<file path="src/rtl/lsu_pkg.sv">
// Shared types and helpers for the load/store unit: funct3 codes, FSM states, decode and merge functions.
// Optional build macro LSU_MISALIGN_TRAP_EN (used by the top) turns misaligned accesses into errors.
package lsu_pkg;

    typedef enum logic [2:0] {
        F3_B  = 3'b000,
        F3_H  = 3'b001,
        F3_W  = 3'b010,
        F3_BU = 3'b100,
        F3_HU = 3'b101
    } funct3_e;

    typedef enum logic [2:0] {
        ST_IDLE,
        ST_READ,
        ST_FORMAT,
        ST_WRITE,
        ST_RESP
    } state_e;

    // Stores only have signed encodings; loads additionally accept BU/HU.
    function automatic logic is_illegal(input logic write, input logic [2:0] funct3);
        case (funct3)
            F3_B, F3_H, F3_W: is_illegal = 1'b0;
            F3_BU, F3_HU:     is_illegal = write;
            default:          is_illegal = 1'b1;
        endcase
    endfunction

    function automatic logic is_misaligned(input logic [2:0] funct3, input logic [1:0] lsb);
        case (funct3)
            F3_H, F3_HU: is_misaligned = lsb[0];
            F3_W:        is_misaligned = |lsb;
            default:     is_misaligned = 1'b0;
        endcase
    endfunction

    function automatic logic [31:0] store_merge(input logic [31:0] word,
                                                input logic [31:0] wdata,
                                                input logic [2:0]  funct3,
                                                input logic [1:0]  lsb);
        logic [31:0] merged;
        merged = word;
        case (funct3[1:0])
            2'b00:   merged[{lsb, 3'b000} +: 8]     = wdata[7:0];
            2'b01:   merged[{lsb[1], 4'b0000} +: 16] = wdata[15:0];
            default: merged = wdata;
        endcase
        return merged;
    endfunction

endpackage

</file>
<file path="src/rtl/lsu_load_align.sv">
// Combinational load formatter: picks the byte/halfword lane of a memory word and sign- or zero-extends it.
module lsu_load_align
    import lsu_pkg::*;
(
    input  logic [31:0] word_i,
    input  logic [1:0]  lsb_i,
    input  logic [2:0]  funct3_i,
    output logic [31:0] data_o
);

    logic [7:0]  byte_lane;
    logic [15:0] half_lane;

    always_comb begin
        byte_lane = word_i[{lsb_i, 3'b000} +: 8];
        half_lane = word_i[{lsb_i[1], 4'b0000} +: 16];
        case (funct3_i)
            F3_B:    data_o = {{24{byte_lane[7]}}, byte_lane};
            F3_H:    data_o = {{16{half_lane[15]}}, half_lane};
            F3_BU:   data_o = {24'b0, byte_lane};
            F3_HU:   data_o = {16'b0, half_lane};
            default: data_o = word_i;
        endcase
    end

endmodule

</file>
<file path="src/rtl/load_store_unit.sv">
// RV32I load/store unit in front of a word-only, 1-cycle-latency data memory; sub-word stores use read-modify-write.
// Define LSU_MISALIGN_TRAP_EN to reject misaligned halfword/word accesses instead of ignoring the low address bits.
module load_store_unit
    import lsu_pkg::*;
#(
    parameter int ADDR_W = 32,
    parameter int DATA_W = 32
) (
    input  logic              clock,
    input  logic              reset,
    input  logic              req_valid,
    output logic              req_ready,
    input  logic              req_write,
    input  logic [2:0]        req_funct3,
    input  logic [ADDR_W-1:0] req_addr,
    input  logic [DATA_W-1:0] req_wdata,
    output logic              resp_valid,
    output logic [DATA_W-1:0] resp_rdata,
    output logic              resp_error,
    output logic              mem_read_enable,
    output logic              mem_write_enable,
    output logic [ADDR_W-1:0] mem_addr,
    output logic [DATA_W-1:0] mem_write_data,
    input  logic [DATA_W-1:0] mem_read_data
);

    state_e            state_q;
    logic              write_q;
    logic [2:0]        funct3_q;
    logic [ADDR_W-1:0] addr_q;
    logic [DATA_W-1:0] wbuf_q;
    logic              reject_q;
    logic              resp_valid_q;
    logic [DATA_W-1:0] resp_rdata_q;
    logic              resp_error_q;

    logic              reject_d;
    logic [DATA_W-1:0] load_data;

    always_comb begin
        reject_d = is_illegal(req_write, req_funct3);
`ifdef LSU_MISALIGN_TRAP_EN
        reject_d = reject_d | is_misaligned(req_funct3, req_addr[1:0]);
`endif
    end

    lsu_load_align u_align (
        .word_i   (mem_read_data),
        .lsb_i    (addr_q[1:0]),
        .funct3_i (funct3_q),
        .data_o   (load_data)
    );

    // NOTE: reset is synchronous, so the enables below are also gated with reset to keep a reset cycle access-free.
    always_ff @(posedge clock) begin
        if (reset) begin
            state_q      <= ST_IDLE;
            write_q      <= 1'b0;
            funct3_q     <= 3'b000;
            addr_q       <= '0;
            wbuf_q       <= '0;
            reject_q     <= 1'b0;
            resp_valid_q <= 1'b0;
            resp_rdata_q <= '0;
            resp_error_q <= 1'b0;
        end else begin
            resp_valid_q <= 1'b0;
            case (state_q)
                ST_IDLE: begin
                    if (req_valid) begin
                        write_q      <= req_write;
                        funct3_q     <= req_funct3;
                        addr_q       <= req_addr;
                        wbuf_q       <= req_wdata;
                        reject_q     <= reject_d;
                        resp_rdata_q <= '0;
                        resp_error_q <= 1'b0;
                        // Rejected requests idle one cycle in FORMAT so they answer with a SW's latency.
                        if (reject_d)
                            state_q <= ST_FORMAT;
                        else if (req_write && req_funct3 == F3_W)
                            state_q <= ST_WRITE;
                        else
                            state_q <= ST_READ;
                    end
                end
                ST_READ: state_q <= ST_FORMAT;
                ST_FORMAT: begin
                    if (reject_q) begin
                        resp_error_q <= 1'b1;
                        resp_valid_q <= 1'b1;
                        state_q      <= ST_RESP;
                    end else if (!write_q) begin
                        resp_rdata_q <= load_data;
                        resp_valid_q <= 1'b1;
                        state_q      <= ST_RESP;
                    end else begin
                        wbuf_q  <= store_merge(mem_read_data, wbuf_q, funct3_q, addr_q[1:0]);
                        state_q <= ST_WRITE;
                    end
                end
                ST_WRITE: begin
                    resp_valid_q <= 1'b1;
                    state_q      <= ST_RESP;
                end
                ST_RESP: state_q <= ST_IDLE;
                default: state_q <= ST_IDLE;
            endcase
        end
    end

    assign req_ready        = (state_q == ST_IDLE) && !reset;
    assign mem_read_enable  = (state_q == ST_READ) && !reset;
    assign mem_write_enable = (state_q == ST_WRITE) && !reset;
    assign mem_addr         = (state_q == ST_IDLE) ? '0 : {addr_q[ADDR_W-1:2], 2'b00};
    assign mem_write_data   = wbuf_q;
    assign resp_valid       = resp_valid_q;
    assign resp_rdata       = resp_rdata_q;
    assign resp_error       = resp_error_q;

endmodule

</file>
<file path="config.mk">
export PLATFORM = sky130hd
export DESIGN_NAME = load_store_unit
export DESIGN_NICKNAME = d
export VERILOG_FILES = /design/src/rtl/lsu_pkg.sv /design/src/rtl/lsu_load_align.sv /design/src/rtl/load_store_unit.sv
export SDC_FILE = /design/constraint.sdc
export NUM_CORES = 1
export LEC_CHECK = 0
export CORE_MARGIN = 3
export CORE_UTILIZATION = 35
export CTS_BUF_LIST = sky130_fd_sc_hd__clkbuf_4 sky130_fd_sc_hd__clkbuf_8 sky130_fd_sc_hd__clkbuf_16
export CTS_CLUSTER_DIAMETER = 50
export CTS_CLUSTER_SIZE = 28
export DETAILED_ROUTE_END_ITERATION = 8
export HOLD_SLACK_MARGIN = 0.1
export MAX_ROUTING_LAYER = met4
export PLACE_DENSITY = 0.65
export SETUP_SLACK_MARGIN = 0.02
export SLEW_MARGIN = 20
export SYNTH_ARGS = -nofsm -noshare
export SYNTH_HDL_FRONTEND = slang
export SYNTH_HIERARCHICAL = 1
export SYNTH_SLANG_ARGS = --single-unit
</file>
<file path="constraint.sdc">
create_clock -name clock -period 2.6 [get_ports clock]
set_input_delay 0.39 -clock clock [delete_from_list [all_inputs] [get_ports clock]]
set_output_delay 0.39 -clock clock [all_outputs]
set_load 0.05 [all_outputs]
</file>
# Yosys cells after proc, flatten, opt, wreduce, memory -nomap -nowiden
# Index checks and enable logic that the tools add are counted.
[word_totals]
romBits = 0
reg_bits = 106
output_inout_bits = 101
input_bits = 103
memories = 0
mem_bits_rw = 0
elab_cells = 76
latch_bits = 0
[classes]
n_mul = 0
shift = 6
order_cmp = 0
eq_ne = 17
div = 0
addsub = 2
n_reduce_logical = 16
muxes = 26
n_bitwise = 0
[op_table]
columns = ["cell", "count"]
rows = [
  ["32-bit 2-to-1 mux", 7],
  ["32-bit case mux with 2 select lines", 3],
  ["32-bit case mux with 4 select lines", 1],
  ["32-bit bitwise mux", 2],
  ["16-bit by 7-bit variable shift with 32-bit output (first input constant)", 1],
  ["8-bit by 7-bit variable shift with 32-bit output (first input constant)", 1],
  ["16-bit by 7-bit variable part select with 32-bit output", 1],
  ["32-bit by 6-bit variable part select with 16-bit output", 1],
  ["32-bit by 6-bit variable part select with 8-bit output", 1],
  ["8-bit by 7-bit variable part select with 32-bit output", 1],
  ["5-bit negator with 7-bit output", 2],
  ["3-bit == test (second input constant)", 4],
  ["3-bit case mux with 4 select lines", 1],
  ["2-bit inequality test (second input constant)", 5],
  ["3-bit by 1-bit == test with 1-bit output (second input constant)", 3],
  ["3-bit by 2-bit == test with 1-bit output (second input constant)", 3],
  ["3-bit zero test", 3],
  ["3-bit 2-to-1 mux", 3],
  ["1-bit case mux with 2 select lines", 3],
  ["5-bit AND reduction", 1],
  ["1-bit logical AND", 4],
  ["1-bit 2-to-1 mux", 4],
  ["2-bit 2-to-1 mux", 2],
  ["4-bit AND reduction", 1],
  ["9 further kinds", 9],
]

# Logic depth before layout (Yosys ltp)
[depth]
depth_word = 7
depth_mapped = 9

# By module
# The synthesis kept the hierarchy.
[modules_own_cells]
columns = ["module", "seq_area_each_um2", "area_per_inst_um2", "n_inst", "cells_each"]
rows = [
  ["load_store_unit", 2122.0, 4754.6, 1, 588],
  ["lsu_load_align", 0.0, 794.5, 1, 118],
]

# Least setup slack after synthesis
# OpenSTA, ideal clock, no wires.
[synth_path]
path_kind = "register to register"
startpoint = "register addr_q[1]"
endpoint = "register wbuf_q[31] (netlist: mem_write_data[31])"
slack_ns = 0.289
stages_incl_launch_ff = 8
path_buffers = 1
synth_period_minus_slack_ns = 2.311
arrival_ns = 2.233
required_time_ns = 2.522
path_cell_list = "dfxtp_1 buf_2 inv_1 ha_1 nor4_1 a221o_1 a221oi_1 nor3_1"
[synth_via]
elab_chain_len = 7
word_cells_on_any_way = 12
classes_between = "2 x add/sub; 4 x shift; 6 x mux"
[synth_lines]
columns = ["element", "line", "source"]
rows = [
  ["from (decl)", "load_store_unit.sv:30", "logic [ADDR_W-1:0] addr_q;"],
  ["from (signal assigned)", "load_store_unit.sv:73", "addr_q <= req_addr;"],
  ["5-bit negator with 7-bit output (on tied branches)", "lsu_pkg.sv:46, lsu_pkg.sv:45", ""],
  ["16-bit by 7-bit variable part select with 32-bit output, or another cell as far along", "lsu_pkg.sv:46", "2'b01: merged[{lsb[1], 4'b0000} +: 16] = wdata[15:0];"],
  ["32-bit bitwise mux (on tied branches)", "lsu_pkg.sv:46, lsu_pkg.sv:45", ""],
  ["32-bit case mux with 2 select lines (*)", "lsu_pkg.sv:44", "case (funct3[1:0])"],
  ["32-bit 2-to-1 mux (*)", "load_store_unit.sv:93", "end else if (!write_q) begin"],
  ["32-bit 2-to-1 mux (*)", "load_store_unit.sv:89", "if (reject_q) begin"],
  ["32-bit case mux with 2 select lines (*)", "load_store_unit.sv:68", "case (state_q)"],
  ["to (signal assigned)", "load_store_unit.sv:74", "wbuf_q <= req_wdata;"],
  ["to (signal assigned)", "load_store_unit.sv:98", "wbuf_q <= store_merge(mem_read_data, wbuf_q, funct3_q, addr_q[1:0]);"],
  ["to (decl)", "load_store_unit.sv:31", "logic [DATA_W-1:0] wbuf_q;"],
]
# Mark *: on every way between the ends. The rest lies on a longest branch, timed or not. The select of a mux whose other input is x is not followed.
# A chain may end at the register's enable or synchronous reset.

# Worst setup path after layout
[layout_path]
startpoint = "register state_q[0]"
endpoint = "output port req_ready"
[layout_via]
elab_chain_len = 2
[layout_lines]
columns = ["element", "line", "source"]
rows = [
  ["from (decl)", "load_store_unit.sv:27", "state_e state_q;"],
  ["from (signal assigned)", "load_store_unit.sv:57", "state_q <= ST_IDLE;"],
  ["from (signal assigned)", "load_store_unit.sv:80", "state_q <= ST_FORMAT;"],
  ["from (signal assigned)", "load_store_unit.sv:82", "state_q <= ST_WRITE;"],
  ["3-bit zero test", "load_store_unit.sv:112", "assign req_ready = (state_q == ST_IDLE) && !reset;"],
  ["1-bit logical AND", "load_store_unit.sv:112", ""],
  ["to (decl)", "load_store_unit.sv:12", "output logic req_ready,"],
]
# No other way between the ends.

==> impl_metrics.yaml <==
pwr:
  p_per_area_nw_per_um2: 672
  ir_drop_mv: 0.338
  leakage_nw: 3.04
setup_path:
  path_max_fanout: 32
  crit_slowest_cell: "or3_1"
  worstPathRequired_ns: 2.21
  worst_setup_path_end_kind: "output port"
  critical_path_class: "flop to output port"
  crit_chain: "or3_1 -> buf_4 -> nor2_1 -> buf_12"
  cp.arrival_ns: 1.84
  critPathMaxStageDelay_ns: 0.45
  startpoint_type: "flop"
sta:
  setup_viol: 0
  tightestPinTransition_ns: 0.720
  grt_setup_unrepaired: "false"
  relSlewSlack_pct: 51.6
  timing.final.crit_share_pct: 85.8
  tns_ns: 0
  min_period_ns: 2.23
  layout_setup_ws_ns: 0.369
  clock.fmax_ghz: 0.448
  timing.hold.ws_ns: 0.450
  slew_viol_final: 0
  finClkSkew_ns: 0.0161
  finalHoldViolCount: 0
floorplan:
  die_h_um: 132
  start_util_pct: 36.1
  core_um2: 15400
  pin_count: 204
  fp.dieW_um: 132
  num_rows: 45
  die_area_um2: 17400
routing:
  drtAntennaViolNets: 0
  wl_um: 19800
  drtIter0Drc: 654
  drt_drc_violations_left: 0
  drt-pass1-iter-count: 5
  dr_total_vias: 5831
  wl_per_cell_um: 18.1
  routed_via_density: 5.33
grt:
  grt_antenna_before_repair: 0
  overflow: 0
  grt_pass1_wl_um: 31100
  grt_pass1_vias: 5600
  grt_use_total_pct: 22.8
  grt_max_degree: 53
clock_tree:
  postCtsSetupBuffers: 0
  clk-insertion-delay-late_ns: 0.36
  clk_path_buf_depth: 2
  ctsRootBufferMaster: "clkbuf_16"
  cts_tree: "built"
  h-tree-depth: 3
  clk_pin_slew_worst_paths_ns: 0.08
  holdBufCountCts: 0
  cts_resized: 0
  clock-sinks: 106
  numCtsBuffers: 9
layout:
  final_cell_mix: "clkdlybuf4s50_1, nand2_1, dfxtp_1, a21oi_1"
  layout-drive-gt1-share_pct: 9.98
  mostFrequentLayoutCell: "clkdlybuf4s50_1"
  final_core_util_pct: 54.3
  final_nets: 985
  num_antenna_cells: 0
  syn_to_final_growth_pct: 50.5
  fin_cells: 1093
synth:
  ys_top_cells_by_area: "dfxtp_1, nand2_1, a21oi_1"
  synth_cell_type_count: 51
  ys_dominant_reg_cell: "dfxtp_1"
  yosys.area.top_type_share_pct: 38.2
  synth-seq-cells: 106
  async_flop_share_pct: 0
  yosysSeqAreaShare_pct: 38.2
  synthesis.instances: 706
  netlist.top_cell.by_area: "dfxtp_1"
  synth_area_um2: 5550
  synth_edf_count: 0
  yosysWarnings: 6
  syn_avg_cell_area_um2: 7.86
status:
  status: "complete, no violations"
placed_design:
  dp_hpwl_um: 14300
  pre_cts_ws_ns: 0.269
  placed_cells_incl_taps: 1077
  portBuffers: 201
  gp_congestion: 0.951
min_path:
  hp-class: "flop to flop"
run:
  cap_violations: 0
[registers in the layout (all words and copies together) (netlist names)]
register	cells
resp_error	1
addr_q	32
resp_valid	1
state_q	3
write_q	1
resp_rdata	32
reject_q	1
mem_write_data	32
funct3_q	3
[cell type report]
type                       count  area, um^2
inverter                       5        18.8
multi-input combinational    529        3130
tap                          211         264
timing repair buffer         226        2510
fill                        1442        7020
clock buffer                   9         225
clock inverter                 7        76.3
sequential                   106        2120
[worst paths after layout]
path	slack, ns	depth (start not counted)	start	to
max reg2reg	0.42	6	addr_q[1]$_SDFFE_PP0P_	mem_write_data[9]$_SDFFE_PP0P_
max	0.37	4	state_q[0]$_SDFFE_PP0N_	req_ready
min reg2reg	0.45	2	addr_q[13]$_SDFFE_PP0P_	addr_q[13]$_SDFFE_PP0P_
min	0.45	2	addr_q[13]$_SDFFE_PP0P_	addr_q[13]$_SDFFE_PP0P_
[power breakdown]
part	total [W]	leakage [nW]	internal [W]	switching, W
clock network	0.00142	0.142	0.000755	0.000662
logic	0.00225	2.03	0.000861	0.00139
registers	0.00194	0.867	0.00180	0.000144
total	0.00561	3.04	0.00341	0.00220
[critical path: cells and delay by family (launching register included)]
family | cells | cell delay, ns
flip-flops | 1 | 0.39
buffers and inverters | 2 | 0.42
AND/OR/NAND/NOR | 2 | 0.66
[per-stage QoR]
stage	power (W)	instance area (um^2)
floorplan	0.00337	5550
global placement	0.00421	8040
detailed placement	0.00423	8050
CTS	0.00564	8350
global route	0.00590	8350
finish	0.00561	8350
[kinds of logic (layout without fill, tap and decap cells)]
| kind of cell | after synthesis | in the layout | synth area share [%] |
|---|---|---|---|
| simple gates | 297 | 297 | 25.0 |
| compound gates | 201 | 201 | 25.2 |
| flops | 106 | 106 | 38.2 |
| buf+inv | 72 | 247 | 5.79 |
| mux | 24 | 24 | 4.58 |
| fa+ha+maj | 5 | 5 | 1.13 |
| other cells | 1 | 2 | 0.0676 |
[synth_stat cells, types with 5 or more instances]
library cell / count
o211ai_1: 8
nor2b_1: 9
o41ai_1: 8
nand3b_1: 16
a221oi_1: 16
dfxtp_1: 106
nand3_1: 32
and2_1: 30
a22o_1: 8
a221o_1: 24
o22a_1: 9
a211oi_1: 7
ha_1: 5
buf_6: 5
mux2i_1: 22
clkbuf_1: 47
a22oi_1: 8
nand2_1: 150
buf_1: 8
nor2_1: 33
a21oi_1: 96
buf_2: 5
nor3_1: 11
[routing by layer]
layer,up-vias,routed length [um],track usage [%]
li1,2852,-,-
met1,2688,8760,30.3
met2,254,8860,33.9
met3,37,1660,5.53
met4,0,495,7.93
met5,-,0,-
Power figures use the tool's default switching activity.
